### src/rtl/pacman_map_pkg.sv
// rtl/pacman_map_pkg.sv - maze geometry, direction type and wall ROM contents; PACMAN_MAP_TUNNEL_EN opens the side tunnels
package pacman_map_pkg;

    localparam int TILE_SHIFT = 4;
    localparam int MAP_COLS   = 40;
    localparam int MAP_ROWS   = 30;
    localparam int SCR_W      = 640;
    localparam int SCR_H      = 480;

    typedef enum logic [1:0] {
        DIR_UP    = 2'b00,
        DIR_RIGHT = 2'b01,
        DIR_DOWN  = 2'b10,
        DIR_LEFT  = 2'b11
    } dir_e;

    typedef logic [MAP_ROWS-1:0][MAP_COLS-1:0] map_t;

    function automatic logic in_box(input int c, input int r,
                                    input int c0, input int c1,
                                    input int r0, input int r1);
        return (c >= c0) && (c <= c1) && (r >= r0) && (r <= r1);
    endfunction

    function automatic map_t build_map();
        map_t m;
        m = '0;
        for (int r = 0; r < MAP_ROWS; r++) begin
            for (int c = 0; c < MAP_COLS; c++) begin
                m[r][c] = (r == 0) || (r == MAP_ROWS-1) || (c == 0) || (c == MAP_COLS-1)
                       || in_box(c, r,  4,  9,  4,  5) || in_box(c, r, 30, 35,  4,  5)
                       || in_box(c, r,  4,  9, 24, 25) || in_box(c, r, 30, 35, 24, 25)
                       || in_box(c, r, 19, 20, 20, 25)
                       || (in_box(c, r, 16, 23, 12, 12) && !in_box(c, r, 19, 20, 12, 12))
                       || in_box(c, r, 16, 23, 17, 17)
                       || in_box(c, r, 16, 16, 12, 17) || in_box(c, r, 23, 23, 12, 17);
`ifdef PACMAN_MAP_TUNNEL_EN
                if ((r == 14 || r == 15) && (c == 0 || c == MAP_COLS-1)) begin
                    m[r][c] = 1'b0;
                end
`endif
            end
        end
        return m;
    endfunction

    localparam map_t WALL_MAP = build_map();

endpackage

### src/rtl/pacman_map_rom.sv
// rtl/pacman_map_rom.sv - combinational tile row/col to wall bit lookup
module pacman_map_rom
    import pacman_map_pkg::*;
(
    input  logic [4:0] row,
    input  logic [5:0] col,
    output logic       wall
);

    localparam logic [4:0] ROW_LIM = 5'(MAP_ROWS);
    localparam logic [5:0] COL_LIM = 6'(MAP_COLS);

    // Indices past the map edge cannot occur after the bounds check, but read as wall anyway.
    always_comb begin
        wall = 1'b1;
        if ((row < ROW_LIM) && (col < COL_LIM)) begin
            wall = WALL_MAP[row][col];
        end
    end

endmodule

### src/rtl/pacman_wall_map.sv
// rtl/pacman_wall_map.sv - registered pixel-to-tile wall lookup with bounds check; PACMAN_MAP_TUNNEL_EN via package
module pacman_wall_map
    import pacman_map_pkg::*;
(
    input  logic       clk,
    input  logic       rst,
    input  logic       q_valid,
    input  logic [9:0] x,
    input  logic [8:0] y,
    output logic       isWall,
    output logic       r_valid,
    output logic       oob,
    output logic [5:0] tile_x,
    output logic [4:0] tile_y
);

    localparam logic [9:0] X_LIM = 10'(SCR_W);
    localparam logic [8:0] Y_LIM = 9'(SCR_H);

    logic       is_wall_d, is_wall_q;
    logic       r_valid_d, r_valid_q;
    logic       oob_d, oob_q;
    logic [5:0] tile_x_d, tile_x_q;
    logic [4:0] tile_y_d, tile_y_q;
    logic       rom_wall;
    logic       out_of_bounds;

    pacman_map_rom u_rom (
        .row  (y[8:4]),
        .col  (x[9:4]),
        .wall (rom_wall)
    );

    assign out_of_bounds = (x >= X_LIM) || (y >= Y_LIM);

    // Without a query the result registers hold; only r_valid drops.
    always_comb begin
        is_wall_d = is_wall_q;
        oob_d     = oob_q;
        tile_x_d  = tile_x_q;
        tile_y_d  = tile_y_q;
        r_valid_d = 1'b0;
        if (q_valid) begin
            r_valid_d = 1'b1;
            oob_d     = out_of_bounds;
            if (out_of_bounds) begin
                is_wall_d = 1'b1;
                tile_x_d  = '0;
                tile_y_d  = '0;
            end else begin
                is_wall_d = rom_wall;
                tile_x_d  = x[9:4];
                tile_y_d  = y[8:4];
            end
        end
    end

    always_ff @(posedge clk) begin
        if (rst) begin
            is_wall_q <= 1'b1;
            r_valid_q <= 1'b0;
            oob_q     <= 1'b0;
            tile_x_q  <= '0;
            tile_y_q  <= '0;
        end else begin
            is_wall_q <= is_wall_d;
            r_valid_q <= r_valid_d;
            oob_q     <= oob_d;
            tile_x_q  <= tile_x_d;
            tile_y_q  <= tile_y_d;
        end
    end

    assign isWall  = is_wall_q;
    assign r_valid = r_valid_q;
    assign oob     = oob_q;
    assign tile_x  = tile_x_q;
    assign tile_y  = tile_y_q;

endmodule

### config.mk
export PLATFORM = sky130hd
export DESIGN_NAME = pacman_wall_map
export DESIGN_NICKNAME = d
export VERILOG_FILES = /design/src/rtl/pacman_map_pkg.sv /design/src/rtl/pacman_map_rom.sv /design/src/rtl/pacman_wall_map.sv
export SDC_FILE = /design/constraint.sdc
export NUM_CORES = 1
export LEC_CHECK = 0
export ABC_CLOCK_PERIOD_IN_PS = 1810
export BUFFER_PORTS_ARGS = -buffer_cell sky130_fd_sc_hd__buf_2
export CORE_MARGIN = 4
export CORE_UTILIZATION = 46
export DETAILED_ROUTE_END_ITERATION = 8
export GPL_ROUTABILITY_DRIVEN = 0
export PLACE_DENSITY_LB_ADDON = 0.3
export SKIP_LAST_GASP = 1
export SYNTH_ARGS = -nofsm -noshare
export SYNTH_HDL_FRONTEND = slang
export SYNTH_SLANG_ARGS = --single-unit
### constraint.sdc
create_clock -name clk -period 1.81 [get_ports clk]
set_input_delay 0.181 -clock clk [delete_from_list [all_inputs] [get_ports clk]]
set_output_delay 0.181 -clock clk [all_outputs]
set_load 0.005 [all_outputs]
==> summary.txt <==
Synthesis
  – EDFF count, synth: 0
  – Largest family of logic cells by synthesized area: simple AND/OR/NAND/NOR gates
  – Synth Instances: 112
  – Distinct cell type count after synthesis: 35
  – Post-synth top flop: dfxtp_1
  – Ranking of synthesized cells by area: dfxtp_1 (32%), nor2b_1 (10%), a21oi_1 (7.4%)
  – Synthesis warning total: 0
  – Post-synthesis sequential area ratio: 32.0%
  – Area share of fa/ha/maj cells after synthesis: 0%
  – Mux share of post-synthesis cell area: 1.28%
  – Mapped Area: 877 µm²
  – Synth area leader: dfxtp_1
  – Area share of the largest cell type after synthesis: 32.0%
  – Ys async rst share: 0%
  – Post-Synth XOR/XNOR Area: 2.00%
  – Count leader, synth: nor2_1
  – Compound-Gate Fraction of Synth Area: 26.7%
  – Mapped Avg Cell Area: 7.83 µm²
  – Syn Nets: 134
  – Synthesis-stage register bit count: 14
  – Post-Synth Simple-Gate Area: 31.4%
  – Commonest cells in the netlist: nor2_1 (16), dfxtp_1 (14), nor2b_1 (14)

GRT
  – Largest net degree at the start of global routing: 17
  – GRT overflow: 0
  – GRT Resource Usage Total: 17.0%
  – Number of global-route vias before repair: 790
  – Met1 Use GR: 22.6%
  – Initial antenna violation count: 0
  – Most Crowded Layer GR: met2
  – Global-route wire length before repair: 3460 µm
  – Grt met3 use: 4.87%
  – GR Layer Usage met2: 26.3%

Detailed routing
  – DR pass1 iterations: 4
  – Wirelength, routed: 2000 µm
  – Residual DRC count: 0
  – Via-to-Cell Ratio: 5.47
  – Initial DRC count: 18
  – WL/cell: 12.5 µm
  – Vias: 875
  – Routed Antenna Nets: 0

Timing
  – Final period util: 66.9%
  – Final setup violation count: 0
  – Hold Slack: 0.203 ns
  – Total negative slack: 0 ns
  – Fmax: 825 MHz
  – Worst slew pin tran: 0.429 ns
  – Final hold vios: 0
  – Fin worst setup slack: 0.598 ns
  – Rel. slew slack: 71.1%
  – Pins Over Slew Limit: 0
  – Worst Skew: 0 ns
  – RSZ-0062 raised after global routing: false
  – Min Tclk post-route: 1.21 ns

Clocking
  – Clk buf depth: 2
  – CTS tree: built
  – Sink Count: 14
  – Root Buffer: clkbuf_4
  – Clk pin slew, worst setup/hold paths: 0.09 ns
  – H-Tree Depth: 1
  – Clock latency on the worst-skew pair: 0.28 ns
  – Post-CTS Setup Bufs: 0
  – CTS buffer count: 3
  – PostCTS Resize Cnt: 0
  – Hold buffers post-CTS: 0

Final layout
  – Final net count: 158
  – Post-route cell area: 0.00104 mm²
  – Layout fillers: 189
  – Register area: 280 µm²
  – N_diodes: 0
  – Area Growth Syn to Fin: 18.5%
  – Layout cells sized above 1: 26.7%
  – Final core occ: 58.9%
  – Multi-input gate area: 538 µm²

Placed design
  – Place WS: 0.301 ns
  – DP Area: 0.00100 mm²
  – Hpwl dp: 1440 µm
  – Port bufs: 27

Worst hold path
  – HP Start: x[8]
  – Worst Hold Class: primary input to flip-flop

Floorplanning
  – Floorplan die height: 51.7 µm
  – Core box area: 0.00176 mm²
  – Die area: 0.00267 mm²
  – Core Rows: 15
  – # IOs: 36
  – Overall die width: 51.7 µm
  – Initial Util: 49.7%

Power
  – P_leak: 0.000456 µW
  – IR drop worst, VDD: 537 µV
  – Pwr/cell area: 689 mW/mm²

Critical path
  – Worst Setup SP: y[6]
  – Max stage delay on crit path: 0.44 ns
  – Worst flop-to-flop path startpoint: isWall$_SDFFE_PP1P_
  – Critical path, cell by cell: buf_2 -> nor4b_1 -> nor4_1 -> a31oi_1 -> o211ai_1 -> o211ai_2
  – Worst Setup Path Type: primary input to flip-flop
  – Critical Path AT: 1.39 ns
  – Critical-path top delay cell: nor4_1
  – Data required time of the worst path: 1.99 ns
  – CP Capture Type: flip-flop
  – Worst setup SP type: primary input
  – CP max FO: 11

Outcome
  – Status: complete, no violations

Run
  – Total of max-cap violations: 0
-- layer usage --
| metal | part of all wire, % | up-vias |
|---|---|---|
| met2 | 44 | 34 |
| met5 | 0 | - |
| li1 | - | 445 |
| met3 | 8.0 | 4 |
| met4 | 1.2 | 0 |
| met1 | 47 | 392 |
-- final timing paths --
path	end	slack, ns	cells past startpoint
setup / recovery	isWall$_SDFFE_PP1P_	0.60	6
hold / removal	tile_x[4]$_SDFFE_PP0P_	0.20	3
setup reg to reg	isWall$_SDFFE_PP1P_	0.80	5
hold reg to reg	oob$_SDFFE_PP0P_	0.48	2
-- layout make-up --
cell class	count	area share, %
Multi-Input combinational cell	86	51.7
Sequential cell	14	27.0
Timing Repair Buffer	28	13.7
Clock buffer	4	3.49
Tap cell	25	3.01
Inverter	3	1.08
-- registers in the layout, indices dropped and copies added (netlist names) --
signal and flops:
isWall 1, oob 1, r_valid 1, tile_x 6
tile_y 5
-- cell families (layout without fill, tap and decap cells) --
| group | Yosys count | after routing |
|---|---|---|
| xor gates and xnor gates | 2 | 2 |
| and+or+nand+nor | 51 | 51 |
| AOI/OAI and AO/OA | 32 | 32 |
| DFF | 14 | 14 |
| buffers and inverters | 12 | 35 |
| muxes | 1 | 1 |
-- cell usage in the layout (no fill, tap or decap), types with 2 or more instances in the layout --
cell / count
nand2_1: 4
a221o_1: 2
a21oi_1: 13
o211ai_1: 2
a31oi_1: 2
nor4_1: 2
nor2_1: 16
clkbuf_4: 3
buf_2: 27
o21ai_0: 3
inv_1: 3
dfxtp_1: 14
nor2b_1: 14
nor3_1: 7
xnor2_1: 2
-- report_power, final --
part | total, µW | leakage [µW] | internal [µW] | switching, µW
logic | 158 | 0.000320 | 68.6 | 89.2
clock network | 229 | 0.0000210 | 123 | 106
registers | 330 | 0.000115 | 324 | 6.21
total | 716 | 0.000456 | 515 | 202
-- worst max-delay path, delay by kind of cell --
kind | cells | cell delay (ns)
AO/OA/AOI/OAI | 3 | 0.45
buffers and inverters | 1 | 0.17
AND/OR/NAND/NOR | 2 | 0.60
-- stage by stage --
step                total power [µW]  cells
global placement                 491    156
finish                           716    160
global route                     759    160
detailed placement               494    156
floorplan                        443    112
CTS                              724    160
Power figures use the tool's default switching activity.
